<file path="src/rtl/xadc_sample_monitor.sv">
// Paces XADC conversions, block-averages the returned samples and raises a hysteretic alarm.
// Optional min/max sample tracking is compiled in when XADC_MONITOR_MINMAX_EN is defined.
module xadc_sample_monitor #(
    parameter int AVG_LOG2    = 3,
    parameter int TRIG_PERIOD = 100000,
    parameter int DATA_W      = 12
) (
    input  logic              Clk,
    input  logic              Reset,
    input  logic              Enable,
    output logic              trigger,
    input  logic              Sample_Valid,
    input  logic [15:0]       ADC_Data_in,
    input  logic [DATA_W-1:0] Thresh_Hi,
    input  logic [DATA_W-1:0] Thresh_Lo,
    input  logic              Clear_Overrun,
    output logic [DATA_W-1:0] Avg_Out,
    output logic              Avg_Valid,
    output logic              Alarm,
`ifdef XADC_MONITOR_MINMAX_EN
    output logic [DATA_W-1:0] Min_Out,
    output logic [DATA_W-1:0] Max_Out,
`endif
    output logic              Overrun
);

    localparam int ACC_W = DATA_W + AVG_LOG2;
    localparam int CNT_W = $clog2(TRIG_PERIOD);
    localparam logic [CNT_W-1:0] TICK_VAL = CNT_W'(TRIG_PERIOD - 1);

    typedef enum logic [2:0] {
        IDLE,
        WT_TICK,
        TRIG,
        WT_SAMPLE,
        ACCUM,
        UPDATE
    } state_t;

    state_t              state_q, state_d;
    logic [CNT_W-1:0]    period_q, period_d;
    logic [DATA_W-1:0]   sample_q, sample_d;
    logic [ACC_W-1:0]    acc_q, acc_d;
    logic [AVG_LOG2-1:0] count_q, count_d;
    logic [DATA_W-1:0]   avg_q, avg_d;
    logic                avg_valid_q, avg_valid_d;
    logic                alarm_q, alarm_d;
    logic                overrun_q, overrun_d;

    logic                tick;
    logic [DATA_W-1:0]   avg_new;
    logic                unused_adc_bits;

    // Only the top DATA_W bits of the DRP word carry the conversion result.
    assign unused_adc_bits = ^ADC_Data_in[15-DATA_W:0];

    assign tick    = Enable && (period_q == TICK_VAL);
    assign avg_new = acc_q[ACC_W-1:AVG_LOG2];

    always_comb begin
        period_d = '0;
        if (Enable && (period_q != TICK_VAL)) begin
            period_d = period_q + CNT_W'(1);
        end
    end

    // NOTE: every signal driven here gets a default first, so no path can infer a latch.
    always_comb begin
        state_d     = state_q;
        sample_d    = sample_q;
        acc_d       = acc_q;
        count_d     = count_q;
        avg_d       = avg_q;
        avg_valid_d = 1'b0;
        alarm_d     = alarm_q;
        overrun_d   = overrun_q;

        // A set event later in this block overrides the clear.
        if (Clear_Overrun) begin
            overrun_d = 1'b0;
        end

        if (!Enable) begin
            state_d = IDLE;
            acc_d   = '0;
            count_d = '0;
        end else begin
            case (state_q)
                IDLE: begin
                    state_d = WT_TICK;
                end
                WT_TICK: begin
                    if (tick) begin
                        state_d = TRIG;
                    end
                end
                TRIG: begin
                    state_d = WT_SAMPLE;
                end
                WT_SAMPLE: begin
                    if (Sample_Valid) begin
                        sample_d = ADC_Data_in[15 -: DATA_W];
                        state_d  = ACCUM;
                    end else if (tick) begin
                        overrun_d = 1'b1;
                    end
                end
                ACCUM: begin
                    acc_d   = acc_q + ACC_W'(sample_q);
                    count_d = count_q + AVG_LOG2'(1);
                    state_d = (count_q == '1) ? UPDATE : WT_TICK;
                end
                UPDATE: begin
                    avg_d       = avg_new;
                    avg_valid_d = 1'b1;
                    if (avg_new > Thresh_Hi) begin
                        alarm_d = 1'b1;
                    end else if (avg_new < Thresh_Lo) begin
                        alarm_d = 1'b0;
                    end
                    acc_d   = '0;
                    state_d = WT_TICK;
                end
                default: begin
                    state_d = IDLE;
                end
            endcase
        end
    end

    // NOTE: sequential state uses non-blocking assignments so every register samples pre-edge values.
    always_ff @(posedge Clk) begin
        if (Reset) begin
            state_q     <= IDLE;
            period_q    <= '0;
            sample_q    <= '0;
            acc_q       <= '0;
            count_q     <= '0;
            avg_q       <= '0;
            avg_valid_q <= 1'b0;
            alarm_q     <= 1'b0;
            overrun_q   <= 1'b0;
        end else begin
            state_q     <= state_d;
            period_q    <= period_d;
            sample_q    <= sample_d;
            acc_q       <= acc_d;
            count_q     <= count_d;
            avg_q       <= avg_d;
            avg_valid_q <= avg_valid_d;
            alarm_q     <= alarm_d;
            overrun_q   <= overrun_d;
        end
    end

    assign trigger   = (state_q == TRIG);
    assign Avg_Out   = avg_q;
    assign Avg_Valid = avg_valid_q;
    assign Alarm     = alarm_q;
    assign Overrun   = overrun_q;

`ifdef XADC_MONITOR_MINMAX_EN
    logic [DATA_W-1:0] min_q, max_q;

    // Tracks every sample reaching ACCUM since reset; Enable does not clear these.
    always_ff @(posedge Clk) begin
        if (Reset) begin
            min_q <= '1;
            max_q <= '0;
        end else if (state_q == ACCUM) begin
            if (sample_q < min_q) begin
                min_q <= sample_q;
            end
            if (sample_q > max_q) begin
                max_q <= sample_q;
            end
        end
    end

    assign Min_Out = min_q;
    assign Max_Out = max_q;
`endif

endmodule

</file>
<file path="config.mk">
export PLATFORM = sky130hd
export DESIGN_NAME = xadc_sample_monitor
export DESIGN_NICKNAME = d
export VERILOG_FILES = /design/src/rtl/xadc_sample_monitor.sv
export SDC_FILE = /design/constraint.sdc
export NUM_CORES = 1
export LEC_CHECK = 0
export ABC_AREA = 1
export BUFFER_PORTS_ARGS = -buffer_cell sky130_fd_sc_hd__buf_2
export CAP_MARGIN = 20
export CORE_UTILIZATION = 45
export DETAILED_ROUTE_END_ITERATION = 8
export MAX_ROUTING_LAYER = met4
export PLACE_DENSITY = 0.63
export SLEW_MARGIN = 25
export SYNTH_ARGS = -nofsm -noshare
export SYNTH_HDL_FRONTEND = slang
export SYNTH_SLANG_ARGS = --single-unit
</file>
<file path="constraint.sdc">
create_clock -name Clk -period 4.56 [get_ports Clk]
set_input_delay 0.912 -clock Clk [delete_from_list [all_inputs] [get_ports Clk]]
set_output_delay 0.912 -clock Clk [all_outputs]
set_load 0.005 [all_outputs]
</file>
==> impl_results.md <==
* Critical path startpoint: state_q[1]
* Hold Path Origin: period_q[0]
* Grt total ovfl at 0
* Fin crit period at 2.147 ns
* Num CTS Buffers at 9
* Pin count of the biggest net entering global routing at 26
* Placed insts at 719
* Die W at 95.28 microns
* Layout Skew at 0.008366 ns
* Row cnt at 33
* Core area at just over 8000 sq um
* RePlAce Congestion at around 0.88
* Initial Utilization at 0.4717
* Fmax at 465.8 MHz
* DRT Pass-1 Iters at 4
* CTS tree: yes
* Unrepaired setup endpoints after global routing: false
* WS Path Type: flop to primary output
* Setup Fix Bufs, Post-CTS at 0
* Period utilization at 0.4708
* Syn_area_per_cell at between 6 and 7 sq um
* Reg2reg path depth at 13
* Worst hold path type: flop to flop
* Setup tns final at 0 ns
* Fraction of layout cells with a size suffix above 1 at 0.1540
* Deepest clock path buffer count at 2
* Hold Vio Cnt, Final at 0
* Clock sink count at 65
* Worst Path Required at approximately 3.7 ns
* Worst skew pair latency at 0.34 ns
* PostCTS Resize Cnt at 0
* Reg2Reg Launch Point: acc_q[0]
* Nets at 709
* Routed wire length per instance at 12.04 microns
* PD cells at around 240 nW/um^2
* IO Pins at 61
* Slew Viols, Final at 0
* Setup Viol. Count Final at 0
* Lkg Pwr at 2.246 nW
* Crit-path max FO at 3
* # diodes at 0
* H-tree depth at 3
* Peak supply drop at 0.1560 mV
* First-pass GRT wire length at 15170 microns
* Number of global-route vias before repair at 3477
* Global Route Usage Sum at 0.2211
* Status: complete, no violations
* Clk root buf: clkbuf_8
* Die Span Y at 95.28 microns
* Initial antenna violation count at 0
* Mapped cell area at just under 4000 sq um
* Synth warn at 0
* #FFs+latches synth at 65
* Vias at around 3600
* Die ar. at 9077 sq um
* Startpoint types: flop
* Synthesized Nets at ~650
* Post-synthesis cell count at 568
* Slew headroom at 0.4649
* Final wirelength at between 8000 and 9000 microns
* Via density per instance at between 4 and 5
* Fin cells at approximately 740
* Area Growth Syn to Fin at 13.26%
* Least-Margin Pin Slew at approximately 0.8 ns
* WHS Path Cells at 1
* Register area share after synthesis at 0.3324
* Initial DRC count at 169
* Critical path arrival at 1.23 ns
* Count of different cell masters after synthesis at 34
* Hpwl dp at 6680 microns
* Setup crit end kind: primary output
* DR DRC count at 0
* Reg clk slew, reported paths at roughly 0.070 ns
* Max-Cap Viols at 0
* Filler cell count at ~860
* Final antenna-violating net count at 0
* IO Port Bufs at between 50 and 60
* Number of hold buffers added after CTS at 0
## synthesized netlist by cell type
cell type,n,share of area
a21oi_1,39,0.050
nand2_1,105,0.10
nor3b_2,1,0.0032
nor3b_1,2,0.0038
o21a_1,1,0.0019
xnor2_1,2,0.0045
ha_1,38,0.12
or2_2,2,0.0032
clkbuf_1,3,0.0029
nor3_4,2,0.0083
buf_2,3,0.0038
nor3_1,9,0.012
a21o_1,1,0.0019
o21ai_0,40,0.051
xor2_1,5,0.011
a211oi_1,1,0.0019
nand3_1,35,0.045
nand3_2,1,0.0026
nand2b_1,1,0.0016
buf_6,2,0.0058
nor2_4,3,0.0086
or2_0,2,0.0032
inv_1,79,0.076
a22oi_1,1,0.0019
nand3b_1,3,0.0058
o22ai_1,1,0.0016
fa_1,1,0.0051
nor2_2,6,0.0096
dfxtp_1,65,0.33
nand2_2,4,0.0064
buf_4,2,0.0038
nor2_1,92,0.088
inv_2,6,0.0058
nand4_1,10,0.016
## critical path, cell delays in order, from the launching register on
cell	delay, ns
dfxtp_1	0.40
inv_1	0.10
nor3_1	0.23
buf_2	0.17
## path summary, 6_finish.rpt
path	slack (ns)	end
worst max-delay path	2.41	trigger
worst min register to register	0.45	period_q[0]
worst min-delay path	0.45	period_q[0]
worst max register to register	2.59	acc_q[14]
## per-layer routing
layer  vias to the layer above  part of all wire  track usage  wire length [microns]
met5                         -                 0            -                      0
met4                         0             0.025      0.09722                    221
met3                        17             0.036      0.03110                    315
met2                        64              0.41       0.3399                   3632
met1                      1613              0.53       0.2882                   4682
li1                       1944                 -            -                      -
## through the flow
step	hold slack [ns]	area [sq um]	worst slack [ns]	util	total power [mW]
after floorplan	0.4175	3915	2.699	-	0.6154
after global placement	0.4306	4263	2.252	0.5136	0.6383
after detailed placement	0.4371	4263	2.196	0.5136	0.6409
after CTS	0.4549	4434	2.400	0.5343	1.066
after global routing	0.4794	4434	2.350	0.5343	1.101
final	0.4500	4434	2.413	0.5343	1.054
## state kept, by name (all words and copies together) (netlist names)
name       count
Alarm          1
count_q        3
sample_q      12
Overrun        1
state_q        3
Avg_Out       12
acc_q         15
period_q      17
Avg_Valid      1
## area by class of cell
class | count | area, sq um | share of cell area
timing repair buffer | 56 | 280.3 | 0.06321
tap | 105 | 131.4 | 0.02963
clock inverter | 7 | 47.55 | 0.01072
multi-input combinational | 408 | 2231 | 0.5031
inverter | 85 | 319.1 | 0.07195
clock buffer | 9 | 123.9 | 0.02793
sequential | 65 | 1301 | 0.2935
## layout by cell type (no fill, tap or decap)
master	instances
or2_2	2
inv_1	79
nor2_1	92
nor3_1	9
fa_1	1
o21a_1	1
clkbuf_8	9
nand3_1	35
or2_0	2
nand3b_1	3
a22oi_1	1
xor2_1	5
a211oi_1	1
inv_2	6
buf_2	56
nand4_1	10
nor2_4	3
clkinvlp_4	2
nand3_2	1
nand2_1	105
nor3b_2	1
xnor2_1	2
clkinv_4	2
nand2b_1	1
nor3b_1	2
o21ai_0	40
ha_1	38
dfxtp_1	65
clkinv_2	3
o22ai_1	1
a21oi_1	39
nor2_2	6
nor3_4	2
nand2_2	4
a21o_1	1
## power breakdown
part / leakage (nW) / switching [mW] / internal [mW] / total, mW
Sequential: 0.524 / 0.00219 / 0.569 / 0.572
Combinational: 1.64 / 0.0323 / 0.0238 / 0.0561
Clock: 0.0850 / 0.231 / 0.195 / 0.426
## kinds of logic after synthesis
group                    Yosys count  synth area share
XOR/XNOR                           7           0.01566
adder cells (fa/ha/maj)           39            0.1266
flip-flops                        65            0.3324
buffers and inverters             95           0.09779
AND/OR/NAND/NOR                  278            0.3174
AO/OA/AOI/OAI                     84            0.1103
Power figures use the tool's default switching activity.
